File: config.mk
export PLATFORM = sky130hd
export DESIGN_NAME = cnn_weight_loader
export DESIGN_NICKNAME = d
export VERILOG_FILES = /design/src/rtl/cnn_weight_loader.sv
export SDC_FILE = /design/constraint.sdc
export NUM_CORES = 1
export LEC_CHECK = 0
export CAP_MARGIN = 30
export CELL_PAD_IN_SITES_DETAIL_PLACEMENT = 1
export CELL_PAD_IN_SITES_GLOBAL_PLACEMENT = 1
export CORE_MARGIN = 2
export CORE_UTILIZATION = 36
export DETAILED_ROUTE_END_ITERATION = 10
export GPL_TIMING_DRIVEN = 0
export PLACE_DENSITY = 0.84
export SLEW_MARGIN = 30
export SYNTH_ARGS = -nofsm -noshare
export SYNTH_HDL_FRONTEND = slang
export SYNTH_SLANG_ARGS = --single-unit
File: constraint.sdc
create_clock -name clk -period 3 [get_ports clk]
set_clock_uncertainty 0.1 [all_clocks]
set_input_delay 0.9 -clock clk [delete_from_list [all_inputs] [get_ports clk]]
set_output_delay 0.9 -clock clk [all_outputs]
set_load 0.005 [all_outputs]
File: src/rtl/cnn_weight_loader.sv
// Streaming weight loader: packs signed elements into feature, bias and FC words and
// drives the CNN write ports, holding each write for WRITE_CYCLES cycles.
module cnn_weight_loader #(
    parameter int unsigned NUM_FEATURES     = 3,
    parameter int unsigned KERNEL_SIZE      = 4,
    parameter int unsigned FLATTENED_LENGTH = 432,
    parameter int unsigned FC_GROUP         = 16,
    parameter int unsigned DATA_WIDTH       = 8,
    parameter int unsigned WRITE_CYCLES     = 2,
    localparam int unsigned KK       = KERNEL_SIZE * KERNEL_SIZE,
    localparam int unsigned FC_WORDS = (FLATTENED_LENGTH + FC_GROUP - 1) / FC_GROUP,
    localparam int unsigned FEAT_AW  = (NUM_FEATURES > 1) ? $clog2(NUM_FEATURES) : 1,
    localparam int unsigned FC_AW    = (FC_WORDS > 1) ? $clog2(FC_WORDS) : 1
) (
    input  logic                                    clk,
    input  logic                                    rst_loader,
    input  logic                                    start,
    input  logic [1:0]                              load_mode,
    input  logic [DATA_WIDTH-1:0]                   in_data,
    input  logic                                    in_valid,
    output logic                                    in_ready,
    output logic [DATA_WIDTH*KK-1:0]                feature_weights_input,
    output logic [FEAT_AW-1:0]                      feature_writeAddr,
    output logic                                    feature_WrEn,
    output logic [DATA_WIDTH*(NUM_FEATURES+1)-1:0]  bias_weights_input,
    output logic                                    bias_WrEn,
    output logic [DATA_WIDTH*FC_GROUP-1:0]          fullyconnected_weights_input,
    output logic [FC_AW-1:0]                        fullyconnected_writeAddr,
    output logic                                    fullyconnected_WrEn,
    output logic                                    busy,
    output logic                                    load_done
);

    localparam int unsigned NB       = NUM_FEATURES + 1;
    localparam int unsigned FW       = DATA_WIDTH * KK;
    localparam int unsigned BW       = DATA_WIDTH * NB;
    localparam int unsigned CW       = DATA_WIDTH * FC_GROUP;
    localparam int unsigned FC_LAST  = FLATTENED_LENGTH - (FC_WORDS - 1) * FC_GROUP;
    localparam int unsigned MAX_A    = (KK > NB) ? KK : NB;
    localparam int unsigned MAX_ELEM = (MAX_A > FC_GROUP) ? MAX_A : FC_GROUP;
    localparam int unsigned CNT_W    = $clog2(MAX_ELEM + 1);
    localparam int unsigned WC_W     = (WRITE_CYCLES > 1) ? $clog2(WRITE_CYCLES) : 1;

    typedef enum logic [2:0] {
        StIdle, StFeatFill, StFeatWrite, StBiasFill, StBiasWrite, StFcFill, StFcWrite, StDone
    } state_e;

    state_e             state_q, state_d;
    logic [1:0]         mode_q, mode_d;
    logic [CNT_W-1:0]   cnt_q, cnt_d;
    logic [WC_W-1:0]    wcnt_q, wcnt_d;
    logic [FEAT_AW-1:0] feat_addr_q, feat_addr_d;
    logic [FC_AW-1:0]   fc_addr_q, fc_addr_d;
    logic [FW-1:0]      feat_word_q, feat_word_d;
    logic [BW-1:0]      bias_word_q, bias_word_d;
    logic [CW-1:0]      fc_word_q, fc_word_d;

    logic               wr_last;
    logic               fc_last_word;
    logic [CNT_W-1:0]   fc_len;

    assign wr_last      = (wcnt_q == WC_W'(WRITE_CYCLES - 1));
    assign fc_last_word = (fc_addr_q == FC_AW'(FC_WORDS - 1));
    assign fc_len       = fc_last_word ? CNT_W'(FC_LAST) : CNT_W'(FC_GROUP);

    assign feature_weights_input        = feat_word_q;
    assign feature_writeAddr            = feat_addr_q;
    assign bias_weights_input           = bias_word_q;
    assign fullyconnected_weights_input = fc_word_q;
    assign fullyconnected_writeAddr     = fc_addr_q;

    always_comb begin
        state_d     = state_q;
        mode_d      = mode_q;
        cnt_d       = cnt_q;
        wcnt_d      = wcnt_q;
        feat_addr_d = feat_addr_q;
        fc_addr_d   = fc_addr_q;
        feat_word_d = feat_word_q;
        bias_word_d = bias_word_q;
        fc_word_d   = fc_word_q;
        in_ready            = 1'b0;
        feature_WrEn        = 1'b1;
        bias_WrEn           = 1'b1;
        fullyconnected_WrEn = 1'b1;
        busy                = (state_q != StIdle);
        load_done           = 1'b0;

        unique case (state_q)
            StIdle: begin
                if (start) begin
                    mode_d      = load_mode;
                    cnt_d       = '0;
                    feat_addr_d = '0;
                    fc_addr_d   = '0;
                    unique case (load_mode)
                        2'b10:   state_d = StBiasFill;
                        2'b11:   state_d = StFcFill;
                        default: state_d = StFeatFill;
                    endcase
                end
            end
            StFeatFill: begin
                in_ready = 1'b1;
                if (in_valid) begin
                    for (int i = 0; i < KK; i++) begin
                        if (cnt_q == CNT_W'(i)) feat_word_d[FW-1-i*DATA_WIDTH -: DATA_WIDTH] = in_data;
                    end
                    if (cnt_q == CNT_W'(KK - 1)) begin
                        cnt_d   = '0;
                        wcnt_d  = '0;
                        state_d = StFeatWrite;
                    end else begin
                        cnt_d = cnt_q + 1'b1;
                    end
                end
            end
            StFeatWrite: begin
                feature_WrEn = 1'b0;
                if (!wr_last) begin
                    wcnt_d = wcnt_q + 1'b1;
                end else if (feat_addr_q != FEAT_AW'(NUM_FEATURES - 1)) begin
                    feat_addr_d = feat_addr_q + 1'b1;
                    state_d     = StFeatFill;
                end else begin
                    state_d = (mode_q == 2'b00) ? StBiasFill : StDone;
                end
            end
            StBiasFill: begin
                in_ready = 1'b1;
                if (in_valid) begin
                    for (int i = 0; i < NB; i++) begin
                        if (cnt_q == CNT_W'(i)) bias_word_d[BW-1-i*DATA_WIDTH -: DATA_WIDTH] = in_data;
                    end
                    if (cnt_q == CNT_W'(NB - 1)) begin
                        cnt_d   = '0;
                        wcnt_d  = '0;
                        state_d = StBiasWrite;
                    end else begin
                        cnt_d = cnt_q + 1'b1;
                    end
                end
            end
            StBiasWrite: begin
                bias_WrEn = 1'b0;
                if (!wr_last) wcnt_d = wcnt_q + 1'b1;
                else          state_d = (mode_q == 2'b00) ? StFcFill : StDone;
            end
            StFcFill: begin
                in_ready = 1'b1;
                if (in_valid) begin
                    // The final element of the last word also clears the unused low slots.
                    for (int i = 0; i < FC_GROUP; i++) begin
                        if (cnt_q == CNT_W'(i)) begin
                            fc_word_d[CW-1-i*DATA_WIDTH -: DATA_WIDTH] = in_data;
                        end else if (fc_last_word && cnt_q == fc_len - 1'b1 && CNT_W'(i) > cnt_q) begin
                            fc_word_d[CW-1-i*DATA_WIDTH -: DATA_WIDTH] = '0;
                        end
                    end
                    if (cnt_q == fc_len - 1'b1) begin
                        cnt_d   = '0;
                        wcnt_d  = '0;
                        state_d = StFcWrite;
                    end else begin
                        cnt_d = cnt_q + 1'b1;
                    end
                end
            end
            StFcWrite: begin
                fullyconnected_WrEn = 1'b0;
                if (!wr_last) begin
                    wcnt_d = wcnt_q + 1'b1;
                end else if (!fc_last_word) begin
                    fc_addr_d = fc_addr_q + 1'b1;
                    state_d   = StFcFill;
                end else begin
                    state_d = StDone;
                end
            end
            StDone: begin
                load_done = 1'b1;
                state_d   = StIdle;
            end
            default: state_d = StIdle;
        endcase
    end

    always_ff @(posedge clk) begin
        if (rst_loader) begin
            state_q     <= StIdle;
            mode_q      <= 2'b00;
            cnt_q       <= '0;
            wcnt_q      <= '0;
            feat_addr_q <= '0;
            fc_addr_q   <= '0;
            feat_word_q <= '0;
            bias_word_q <= '0;
            fc_word_q   <= '0;
        end else begin
            state_q     <= state_d;
            mode_q      <= mode_d;
            cnt_q       <= cnt_d;
            wcnt_q      <= wcnt_d;
            feat_addr_q <= feat_addr_d;
            fc_addr_q   <= fc_addr_d;
            feat_word_q <= feat_word_d;
            bias_word_q <= bias_word_d;
            fc_word_q   <= fc_word_d;
        end
    end

endmodule
# Word level (Yosys, flattened, before mapping)
# Index checks and enable logic that the tools add are counted.
[word_totals]
register_bits = 306
input_bits = 14
wordCells = 260
[classes]
n_addsub = 4
n_lt_le_gt_ge = 16
n_eq_ne = 40
n_mux = 72
n_reduce_logical = 86
[ops]
columns = ["cell", "count"]
rows = [
  ["two-way mux 8 bit", 32],
  ["AND reduction 3 bit", 36],
  ["== test 5 x 4 -> 1 bit (second input constant)", 8],
  ["greater-than comparator 4 x 5 -> 1 bit (first input constant)", 8],
  ["two-way mux 3 bit", 12],
  ["nonzero test 2 bit", 18],
  ["two-way mux 5 bit", 7],
  ["!= test 2 bit (second input constant)", 13],
  ["case mux 3 bit (8 select lines)", 1],
  ["== test 5 x 3 -> 1 bit (second input constant)", 4],
  ["greater-than comparator 3 x 5 -> 1 bit (first input constant)", 4],
  ["logical AND 1 bit", 17],
  ["case mux 5 bit (3 select lines)", 1],
  ["== test 3 bit (second input constant)", 4],
  ["AND reduction 4 bit", 3],
  ["adder 5 x 1 -> 5 bit (second input constant)", 2],
  ["== test 5 x 2 -> 1 bit (second input constant)", 2],
  ["greater-than comparator 1 x 5 -> 1 bit (first input constant)", 2],
  ["greater-than comparator 2 x 5 -> 1 bit (first input constant)", 2],
  ["two-way mux 1 bit", 10],
  ["two-way mux 2 bit", 5],
  ["case mux 5 bit (2 select lines)", 1],
  ["AND reduction 10 bit", 1],
  ["nonzero test 3 bit", 3],
  ["18 further kinds", 22],
]

# Longest topological paths before layout
# Gate-level depths: netlist (run 1).
[logic_depth]
ltp_word = 5
depth_mapped = 8

# Worst setup path after synthesis (run 1)
# Ideal clock, no wire load.
[synth_path]
path_kind = "input -> register"
from = "input port in_valid"
to = "register fc_word_q[120], in the netlist fullyconnected_weights_input[120]"
setup_time_ns = 0.128
arrival_ns = 1.985
t_required_ns = 2.772
path_slack_ns = 0.787
stages = 6
n_path_buf = 1
path_cell_list = "and2_2 nand3_1 buf_2 nor2_2 mux2i_1 nor2_1"
[synth_via]
elab_chain_cells = 1
[synth_rtl]
columns = ["element", "line_no", "source"]
rows = [
  ["from (decl)", "20", "input logic in_valid,"],
  ["AND reduction 3 bit (no source line)", "n/a", ""],
  ["to (signal assigned)", "208", "fc_word_q <= fc_word_d;"],
  ["to (decl)", "56", "logic [CW-1:0] fc_word_q, fc_word_d;"],
]
# No other way between the ends.
# A chain may end at the register's enable or synchronous reset.

# Final worst setup path (run 1)
[layout_path]
from = "register state_q[0]"
to = "output port bias_WrEn"
[layout_via]
elab_chain_cells = 2
[layout_rtl]
columns = ["element", "line_no", "source"]
rows = [
  ["from (decl)", "48", "state_e state_q, state_d;"],
  ["from (signal assigned)", "190", "state_q <= StIdle;"],
  ["from (signal assigned)", "200", "state_q <= state_d;"],
  ["== test 3 bit", "89", "unique case (state_q)"],
  ["two-way mux 1 bit", "89", ""],
  ["to (decl)", "26", "output logic bias_WrEn,"],
]
# No other way between the ends.

==> results of run 1 <==
flip-flops by register name (all words and copies together) (netlist names):
name / count
feature_weights_input: 128
fullyconnected_weights_input: 128
bias_weights_input: 32
cnt_q: 5
fullyconnected_writeAddr: 5
state_q: 3
feature_writeAddr: 2
mode_q: 2
wcnt_q: 1
worst paths after layout:
path / startpoint / to / slack (ns) / cells past startpoint
hold reg to reg: bias_weights_input[14] / bias_weights_input[14] / 0.35 / 2
setup reg to reg: cnt_q[0] / fullyconnected_weights_input[124] / 0.25 / 8
hold / removal: bias_weights_input[14] / bias_weights_input[14] / 0.35 / 2
setup / recovery: state_q[0] / bias_WrEn / 0.03 / 5
cell type report:
cell class	count	area, µm²
fill	3573	15200
sequential	306	6130
multi-input combinational	808	5110
timing repair buffer	307	3070
clock buffer	47	1000
tap	402	503
buffer	99	449
clock inverter	13	171
inverter	9	37.5
worst register-to-register path: stages (launching register included):
cell      delay [ns]
dfxtp_1         0.36
inv_1           0.21
ha_1            0.18
clkbuf_1        0.39
nand3_1         0.27
buf_2           0.28
nor2_2          0.48
mux2i_1         0.27
nor2_1          0.07
per-layer routing:
| metal | routed length [µm] | GRT usage [%] |
|---|---|---|
| met4 | 1210 | 7.65 |
| met5 | 0 | 0 |
| met3 | 3190 | 7.23 |
| met1 | 18200 | 29.7 |
| met2 | 21500 | 45.2 |
metrics by stage:
stage          setup WS, ns  util [%]
2_1_floorplan         0.787         -
3_3_place_gp         -0.382      48.0
3_5_place_dp         -0.459      48.0
4_1_cts             0.00477      51.8
5_1_grt             -0.0482      51.9
6_report             0.0260      51.9
cells in the final DEF, fill, tap and decap left out, drive strengths merged, types with 3 or more instances in the layout:
cell type        n
o211ai           3
inv              8
clkbuf         118
ha               6
nand3           51
nor2           248
o21ai           14
mux2i          228
nand2          113
a21oi           75
nand2b           6
a31oi            4
bufinv           4
nand4            4
and3             7
clkinv           8
o2bb2ai          3
nor4             4
nor3             8
buf             30
and2             3
clkdlybuf4s50  303
o22ai            4
dfxtp          306
timing repair:
| action | 4_1_cts | 5_1_grt |
|---|---|---|
| setup endpoints to repair | 5 | 9 |
| cloned | 0 | 0 |
| endpoints found under the hold margin | 0 | 0 |
| buffers inserted | 0 | 2 |
| gates resized for setup | 17 | 5 |
synth_stat cells (all sizes together) (2+ instances only):
cell type,number
and3,7
nor4b,2
nor4,4
mux2,2
and2,3
or3,2
o211ai,3
nand2,113
nand3,51
o41ai,2
ha,6
buf,28
and3b,2
nand4,4
o2bb2ai,3
o22ai,4
nor2,248
nand2b,6
a31oi,4
nor3,8
or3b,2
nand4b,2
nor2b,2
a21oi,75
dfxtp,306
clkbuf,71
mux2i,228
o21ai,14
inv,9
kinds of logic (layout without fill, tap and decap cells):
family	count (synthesis)	in the layout
AOI/OAI and AO/OA	112	112
xor gates and xnor gates	1	1
adders and majority gates	6	6
buffers and inverters	108	475
DFF	306	306
muxes	230	230
and+or+nand+nor	459	459
power by group:
group          leakage, nW  internal (mW)  switching [mW]
Sequential            2.47           4.09          0.0343
Combinational         3.53          0.195           0.433
Clock                0.580           2.69            1.72
==> results.sh, run 1 <==
export IMPL_status="completed"
export IMPL_cts_buffers=35
export IMPL_setup_violations_final=0
export IMPL_route_detailed_drc=0
export IMPL_critPathTopFamily="buffers and inverters"
export IMPL_dp_cells=1929
export IMPL_yosys_cell_types_count=54
export IMPL_synth_seq_cells=306
export IMPL_fin_cells=1991
export IMPL_slew_violations=0
export IMPL_worstPathCellList="clkbuf_8, inv_1, clkbuf_8, nand3_1, clkdlybuf4s50_1"
export IMPL_final_area_um2=16500
export IMPL_wl_per_cell_um=22.1
export IMPL_die_w_um=184
export IMPL_yosysTopAreaCell="dfxtp_1"
export IMPL_port_buffers=305
export IMPL_io_pins=315
export IMPL_synthArstFlopShare_pct=0
export IMPL_htree_num_levels=2
export IMPL_cp_end_kind="output pin"
export IMPL_root_buffer="clkbuf_16"
export IMPL_crit_path_frequent_cell="clkbuf_8"
export IMPL_antenna_found_initial=0
export IMPL_critPathSlowestCell="clkdlybuf4s50_1"
export IMPL_post_synth_xor_area_fraction_pct=0.0751
export IMPL_viasPerCell=5.16
export IMPL_drt_first_pass_iters=4
export IMPL_insertion_delay_ns=0.51
export IMPL_drive_gt1_share_pct=7.30
export IMPL_gr_total_overflow=0
export IMPL_synth_compound_area_share_pct=5.31
export IMPL_cts_hold_buffers=0
export IMPL_cpPeakStageDelay_ns=0.52
export IMPL_grt_usage_pct=25.5
export IMPL_crit_type="reg -> out"
export IMPL_synth_top_area_share_pct=52.5
export IMPL_period_share_pct=99.1
export IMPL_rows=65
export IMPL_antenna_left=0
export IMPL_synth_top_family_by_area="multiplexers"
export IMPL_p_per_area_nw_per_um2=556
export IMPL_nets=1586
export IMPL_clock_fmax_mhz=336
export IMPL_finalPower_mw=9.17
export IMPL_netlist_area_um2=11700
export IMPL_post_dp_cell_area_um2=15200
export IMPL_synth_mux_area_share_pct=19.8
export IMPL_clkTransAtPathRegs_ns=0.06
export IMPL_initial_core_util_pct=36.8
export IMPL_power_leakage_nw=6.58
export IMPL_finalHoldViolCount=0
export IMPL_period_needed_ns=2.97
export IMPL_yosys_top_cells_area="dfxtp_1, mux2i_1, nor2_1"
export IMPL_ir_drop_uv=344
export IMPL_grt_max_degree=14
export IMPL_finalSetupTns_ns=0
export IMPL_ys_flop_type="dfxtp_1"
export IMPL_place_hpwl_mm=31.1
export IMPL_synth_adder_area_share_pct=0.643
export IMPL_cp_start_kind="register"
export IMPL_crit_path_max_fanout=10
export IMPL_postSynthAreaPerCell_um2=9.55
export IMPL_areaGrowthSynthToFinish_pct=41.2
export IMPL_critPathBufInv=4
export IMPL_cts_tree="yes"
export IMPL_holdWs_ns=0.353
export IMPL_cap_viol_max_count=0
export IMPL_drtIter0Drc=474
export IMPL_worstPathRequired_ns=2.00
export IMPL_core_um2=31700
export IMPL_rsz0062_at_grt="true"
export IMPL_ys_warn_count=0
export IMPL_grt_pass1_vias=10800
export IMPL_gp_congestion=0.861
export IMPL_diodes=0
export IMPL_grt_pass1_wl_mm=65.7
export IMPL_die_h_um=184
export IMPL_hp_class="reg -> reg"
export IMPL_tightest_slew_ns=0.937
export IMPL_die_area_um2=33900
export IMPL_cts_max_path_buffers=3
export IMPL_finalWirelength_mm=44.0
export IMPL_synthSimpleGateAreaFrac_pct=17.9
export IMPL_slew_headroom_pct=37.1
export IMPL_vias=10300
export IMPL_yosysSeqAreaShare_pct=52.5
export IMPL_synth_edf_count=0
export IMPL_clock_sinks=306
export IMPL_synth_nets=1242
export IMPL_worstPathArrival_ns=1.97
export IMPL_synthCells=1222
Power figures use the tool's default switching activity.
==> run 2, diff against run 1 <==
Settings changed: CORE_MARGIN 2 to not set.
==> results.sh, run 2 (same netlist as run 1, synthesis figures left out) <==
export IMPL_status="completed"
export IMPL_htree_num_levels=2
export IMPL_fin_cells=1993
export IMPL_cell_internal_pwr_mw=7.20
export IMPL_slew_violations=0
export IMPL_period_share_pct=98.7
export IMPL_cts_tree="yes"
export IMPL_clock_power_share_pct=49.4
export IMPL_cap_viol_max_count=0
export IMPL_drt_first_pass_iters=5
export IMPL_pwr_share_comb_pct=6.8
export IMPL_root_buffer="clkbuf_16"
export IMPL_initial_core_util_pct=36.8
export IMPL_nets=1586
export IMPL_wl_per_cell_um=22.0
export IMPL_fin_util_pct=52.2
export IMPL_final_common_cell="clkdlybuf4s50_1"
export IMPL_setup_violations_final=0
export IMPL_gp_congestion=0.856
export IMPL_postLayoutSetupSlackWorst_ns=0.0403
export IMPL_dp_cells=1929
export IMPL_finalWirelength_mm=43.9
export IMPL_p_sw_mw=2.23
export IMPL_rows=65
export IMPL_cts_max_path_buffers=3
export IMPL_finalHoldViolCount=0
export IMPL_clock_fmax_mhz=338
export IMPL_route_detailed_drc=0
export IMPL_critPathTopFamily="buffers and inverters"
export IMPL_io_pins=315
export IMPL_die_area_um2=33100
export IMPL_die_h_um=182
export IMPL_ir_drop_uv=356
export IMPL_critPathSlowestCell="clkdlybuf4s50_1"
export IMPL_port_buffers=305
export IMPL_core_um2=31700
export IMPL_worstPathCellList="buf_6, buf_8, clkinvlp_4, nand3_1, clkdlybuf4s50_1"
export IMPL_final_area_um2=16600
export IMPL_critPathBufInv=4
export IMPL_place_ws_ns=-0.449
export IMPL_diodes=0
export IMPL_grt_pass1_vias=10800
export IMPL_die_w_um=182
export IMPL_slew_headroom_pct=36.7
export IMPL_p_per_area_nw_per_um2=569
export IMPL_grt_max_degree=14
export IMPL_viasPerCell=5.14
export IMPL_insertion_delay_ns=0.52
export IMPL_post_dp_cell_area_um2=15200
export IMPL_finalPower_mw=9.43
export IMPL_holdWs_ns=0.355
export IMPL_antenna_found_initial=0
export IMPL_worstPathRequired_ns=2.00
export IMPL_worstPathArrival_ns=1.96
export IMPL_vias=10200
export IMPL_place_hpwl_mm=30.5
export IMPL_cp_start_kind="register"
export IMPL_clock_sinks=306
export IMPL_period_needed_ns=2.96
export IMPL_crit_path_max_fanout=10
export IMPL_drtIter0Drc=391
export IMPL_cp_end_kind="output pin"
export IMPL_tightest_slew_ns=0.950
export IMPL_switching_share_pct=23.6
export IMPL_gr_total_overflow=0
export IMPL_drive_gt1_share_pct=7.42
export IMPL_areaGrowthSynthToFinish_pct=41.9
export IMPL_grt_pass1_wl_mm=66.2
export IMPL_antenna_left=0
export IMPL_seq_power_share_pct=43.8
export IMPL_finalSetupTns_ns=0
export IMPL_crit_type="reg -> out"
export IMPL_grt_usage_pct=26.1
export IMPL_power_leakage_nw=6.59
export IMPL_mostFrequentLayoutCells="clkdlybuf4s50_1, dfxtp_1, nor2_1"
export IMPL_clkTransAtPathRegs_ns=0.06
export IMPL_cts_buffers=35
export IMPL_hp_class="reg -> reg"
export IMPL_cpPeakStageDelay_ns=0.51
run 2: cell count changes in the layout (fill, tap and decap cells not counted), sizes merged:
cell and delta:
inv +1, clkinvlp +1, dlymetal6s2s -1, bufinv +3, clkbuf -1, clkinv -2
clkdlybuf4s50 +1
run 2: repair_timing:
item | CTS | global route
hold buffers | 0 | 0
endpoints found under the setup margin | 5 | 17
buffers inserted | 1 | 1
resized for setup | 20 | 3
run 2: worst paths after layout:
kind / start / end / slack (ns) / depth (start not counted)
max reg2reg: cnt_q[0] / fullyconnected_weights_input[127] / 0.25 / 8
max: state_q[1] / bias_WrEn / 0.04 / 5
min reg2reg: feature_weights_input[23] / feature_weights_input[23] / 0.36 / 2
min: feature_weights_input[23] / feature_weights_input[23] / 0.36 / 2
run 2: area by class of cell:
cell class	count	area (µm²)
flip-flops and latches	306	6130
multi-input cells	808	5120
well taps	402	503
plain buffers	99	449
fillers	3549	15200
repair buffers	307	3070
inverters	9	37.5
clock buffers	46	978
clock inverters	16	275
run 2: routing by layer:
metal | wire, µm | up-vias | track usage, %
met4 | 1380 | 0 | 9.18
met3 | 3030 | 85 | 6.88
li1 | - | 4793 | -
met1 | 18200 | 5037 | 30.7
met5 | 0 | - | 0
met2 | 21300 | 331 | 45.8
run 2: power by group through the flow:
stage                     combinational, mW  sequential, mW  clock, mW
after CTS                             0.617            4.13       4.74
after floorplan                       0.345            4.21          0
after detailed placement              0.588            4.21          0
after global routing                  0.683            4.12       4.90
final                                 0.642            4.12       4.66
after global placement                0.572            4.21          0
run 2: worst min-delay path: cells and delay by family (launching register included):
family / cells / cell delay, ns
DFF: 1 / 0.31
and+or+nand+nor: 1 / 0.05
AOI/OAI and AO/OA: 1 / 0.05
==> run 3, diff against run 2 <==
Settings changed: CTS_BUF_LIST set to sky130_fd_sc_hd__clkbuf_16, REMOVE_ABC_BUFFERS set to 1, SLEW_MARGIN 30 to not set.
==> results.sh, run 3 (same netlist as run 1, synthesis figures left out) <==
export IMPL_cts_buffers=35
export IMPL_crit_path_max_fanout=18
export IMPL_nets=1514
export IMPL_die_w_um=182
export IMPL_clock_sinks=306
export IMPL_cpPeakStageDelay_ns=0.63
export IMPL_mostFrequentLayoutCells="clkdlybuf4s50_1, dfxtp_1, nor2_1"
export IMPL_root_buffer="clkbuf_16"
export IMPL_status="completed"
export IMPL_finalWirelength_mm=39.6
export IMPL_gp_congestion=0.803
export IMPL_place_hpwl_mm=27.1
export IMPL_clock_fmax_mhz=341
export IMPL_cap_viol_max_count=0
export IMPL_worstPathRequired_ns=3.25
export IMPL_grt_usage_pct=23.4
export IMPL_slew_headroom_pct=50.0
export IMPL_drt_first_pass_iters=5
export IMPL_dr_wl_met3_mm=2.67
export IMPL_drtIter0Drc=515
export IMPL_drive_gt1_share_pct=7.65
export IMPL_grt_max_degree=134
export IMPL_gr_total_overflow=0
export IMPL_cts_max_path_buffers=3
export IMPL_critPathBufInv=3
export IMPL_worstPathCellList="clkdlybuf4s50_1, nand2_2, nor4_4, buf_6, buf_8, nand2_1, nand2_1, a21oi_1"
export IMPL_cts_hold_buffers=0
export IMPL_cp_end_kind="register"
export IMPL_antenna_found_initial=1
export IMPL_finalPower_mw=8.71
export IMPL_antenna_left=0
export IMPL_final_common_cell="clkdlybuf4s50_1"
export IMPL_crit_path_frequent_cell="nand2_1"
export IMPL_cp_start_kind="primary input"
export IMPL_slew_violations=0
export IMPL_insertion_delay_ns=0.50
export IMPL_io_pins=315
export IMPL_vias=9827
export IMPL_die_h_um=182
export IMPL_die_area_um2=33100
export IMPL_core_um2=31700
export IMPL_worstPathArrival_ns=3.19
export IMPL_critPathSlowestCell="clkdlybuf4s50_1"
export IMPL_grt_pass1_vias=10100
export IMPL_setup_violations_final=0
export IMPL_viasPerCell=5.12
export IMPL_period_needed_ns=2.93
export IMPL_ir_drop_uv=373
export IMPL_finalHoldViolCount=0
export IMPL_port_buffers=314
export IMPL_clkTransAtPathRegs_ns=0.06
export IMPL_crit_type="in -> reg"
export IMPL_grt_pass1_wl_mm=60.3
export IMPL_p_per_area_nw_per_um2=534
export IMPL_route_met2_wl_mm=19.3
export IMPL_tightest_slew_ns=0.749
export IMPL_initial_core_util_pct=36.8
export IMPL_dr_max_layer_used="met4"
export IMPL_areaGrowthSynthToFinish_pct=39.8
export IMPL_critPathTopFamily="simple AND/OR/NAND/NOR gates"
export IMPL_wl_met1_mm=16.5
export IMPL_hp_class="reg -> reg"
export IMPL_holdWs_ns=0.352
export IMPL_htree_num_levels=2
export IMPL_wl_per_cell_um=20.6
export IMPL_period_share_pct=97.8
export IMPL_rows=65
export IMPL_cts_tree="yes"
export IMPL_power_leakage_nw=6.53
export IMPL_route_detailed_drc=0
-- run 3: what timing repair did --
item	4_1_cts	5_1_grt
pin swaps	0	3
endpoints found under the hold margin	0	0
buffers inserted	1	5
gates resized for setup	15	4
setup endpoints to repair	34	30
cloned	0	0
-- run 3: report_power, final --
group          switching [mW]  total [mW]  internal [mW]
logic                   0.388       0.592          0.203
clock network            1.67        3.97           2.29
registers              0.0523        4.15           4.10
-- run 3: path summary, 6_finish.rpt --
path,start,to,slack [ns],cells after the start
worst max-delay path,in_valid,feature_weights_input[36],0.07,8
worst min-delay path,feature_weights_input[31],feature_weights_input[31],0.35,2
worst max register to register,cnt_q[0],feature_weights_input[124],0.26,6
worst min register to register,feature_weights_input[31],feature_weights_input[31],0.35,2
-- run 3: cell type report --
cell class / count / area [µm²]
tap: 402 / 503
fill: 3520 / 15400
multi-input combinational: 808 / 5150
clock buffer: 35 / 876
antenna: 1 / 2.50
inverter: 9 / 37.5
clock inverter: 24 / 169
timing repair buffer: 334 / 3440
sequential: 306 / 6140
-- run 3: worst min-delay path, cell delays in order (launching register included) --
cell	delay, ns
dfxtp_1	0.30
nand2_1	0.05
a21oi_1	0.05
-- run 3: metrics by stage --
| step | std cells | worst slack [ns] | utilization [%] | TNS (ns) | area (µm²) |
|---|---|---|---|---|---|
| after floorplan | 1123 | 0.202 | - | 0 | 11300 |
| after global placement | 1839 | -8.99 | 47.0 | -2095.09 | 14900 |
| after detailed placement | 1853 | -0.634 | 47.8 | -61.53 | 15200 |
| after CTS | 1913 | 0.0205 | 51.2 | 0 | 16300 |
| after global routing | 1918 | -0.0182 | 51.4 | -0.0740 | 16300 |
| final | 1919 | 0.0654 | 51.4 | 0 | 16300 |
-- run 3: routing by layer --
layer	up-vias	global-route usage, %
met5	-	0
met4	0	7.60
met3	66	6.60
met2	284	40.1
met1	4830	28.1
li1	4647	-
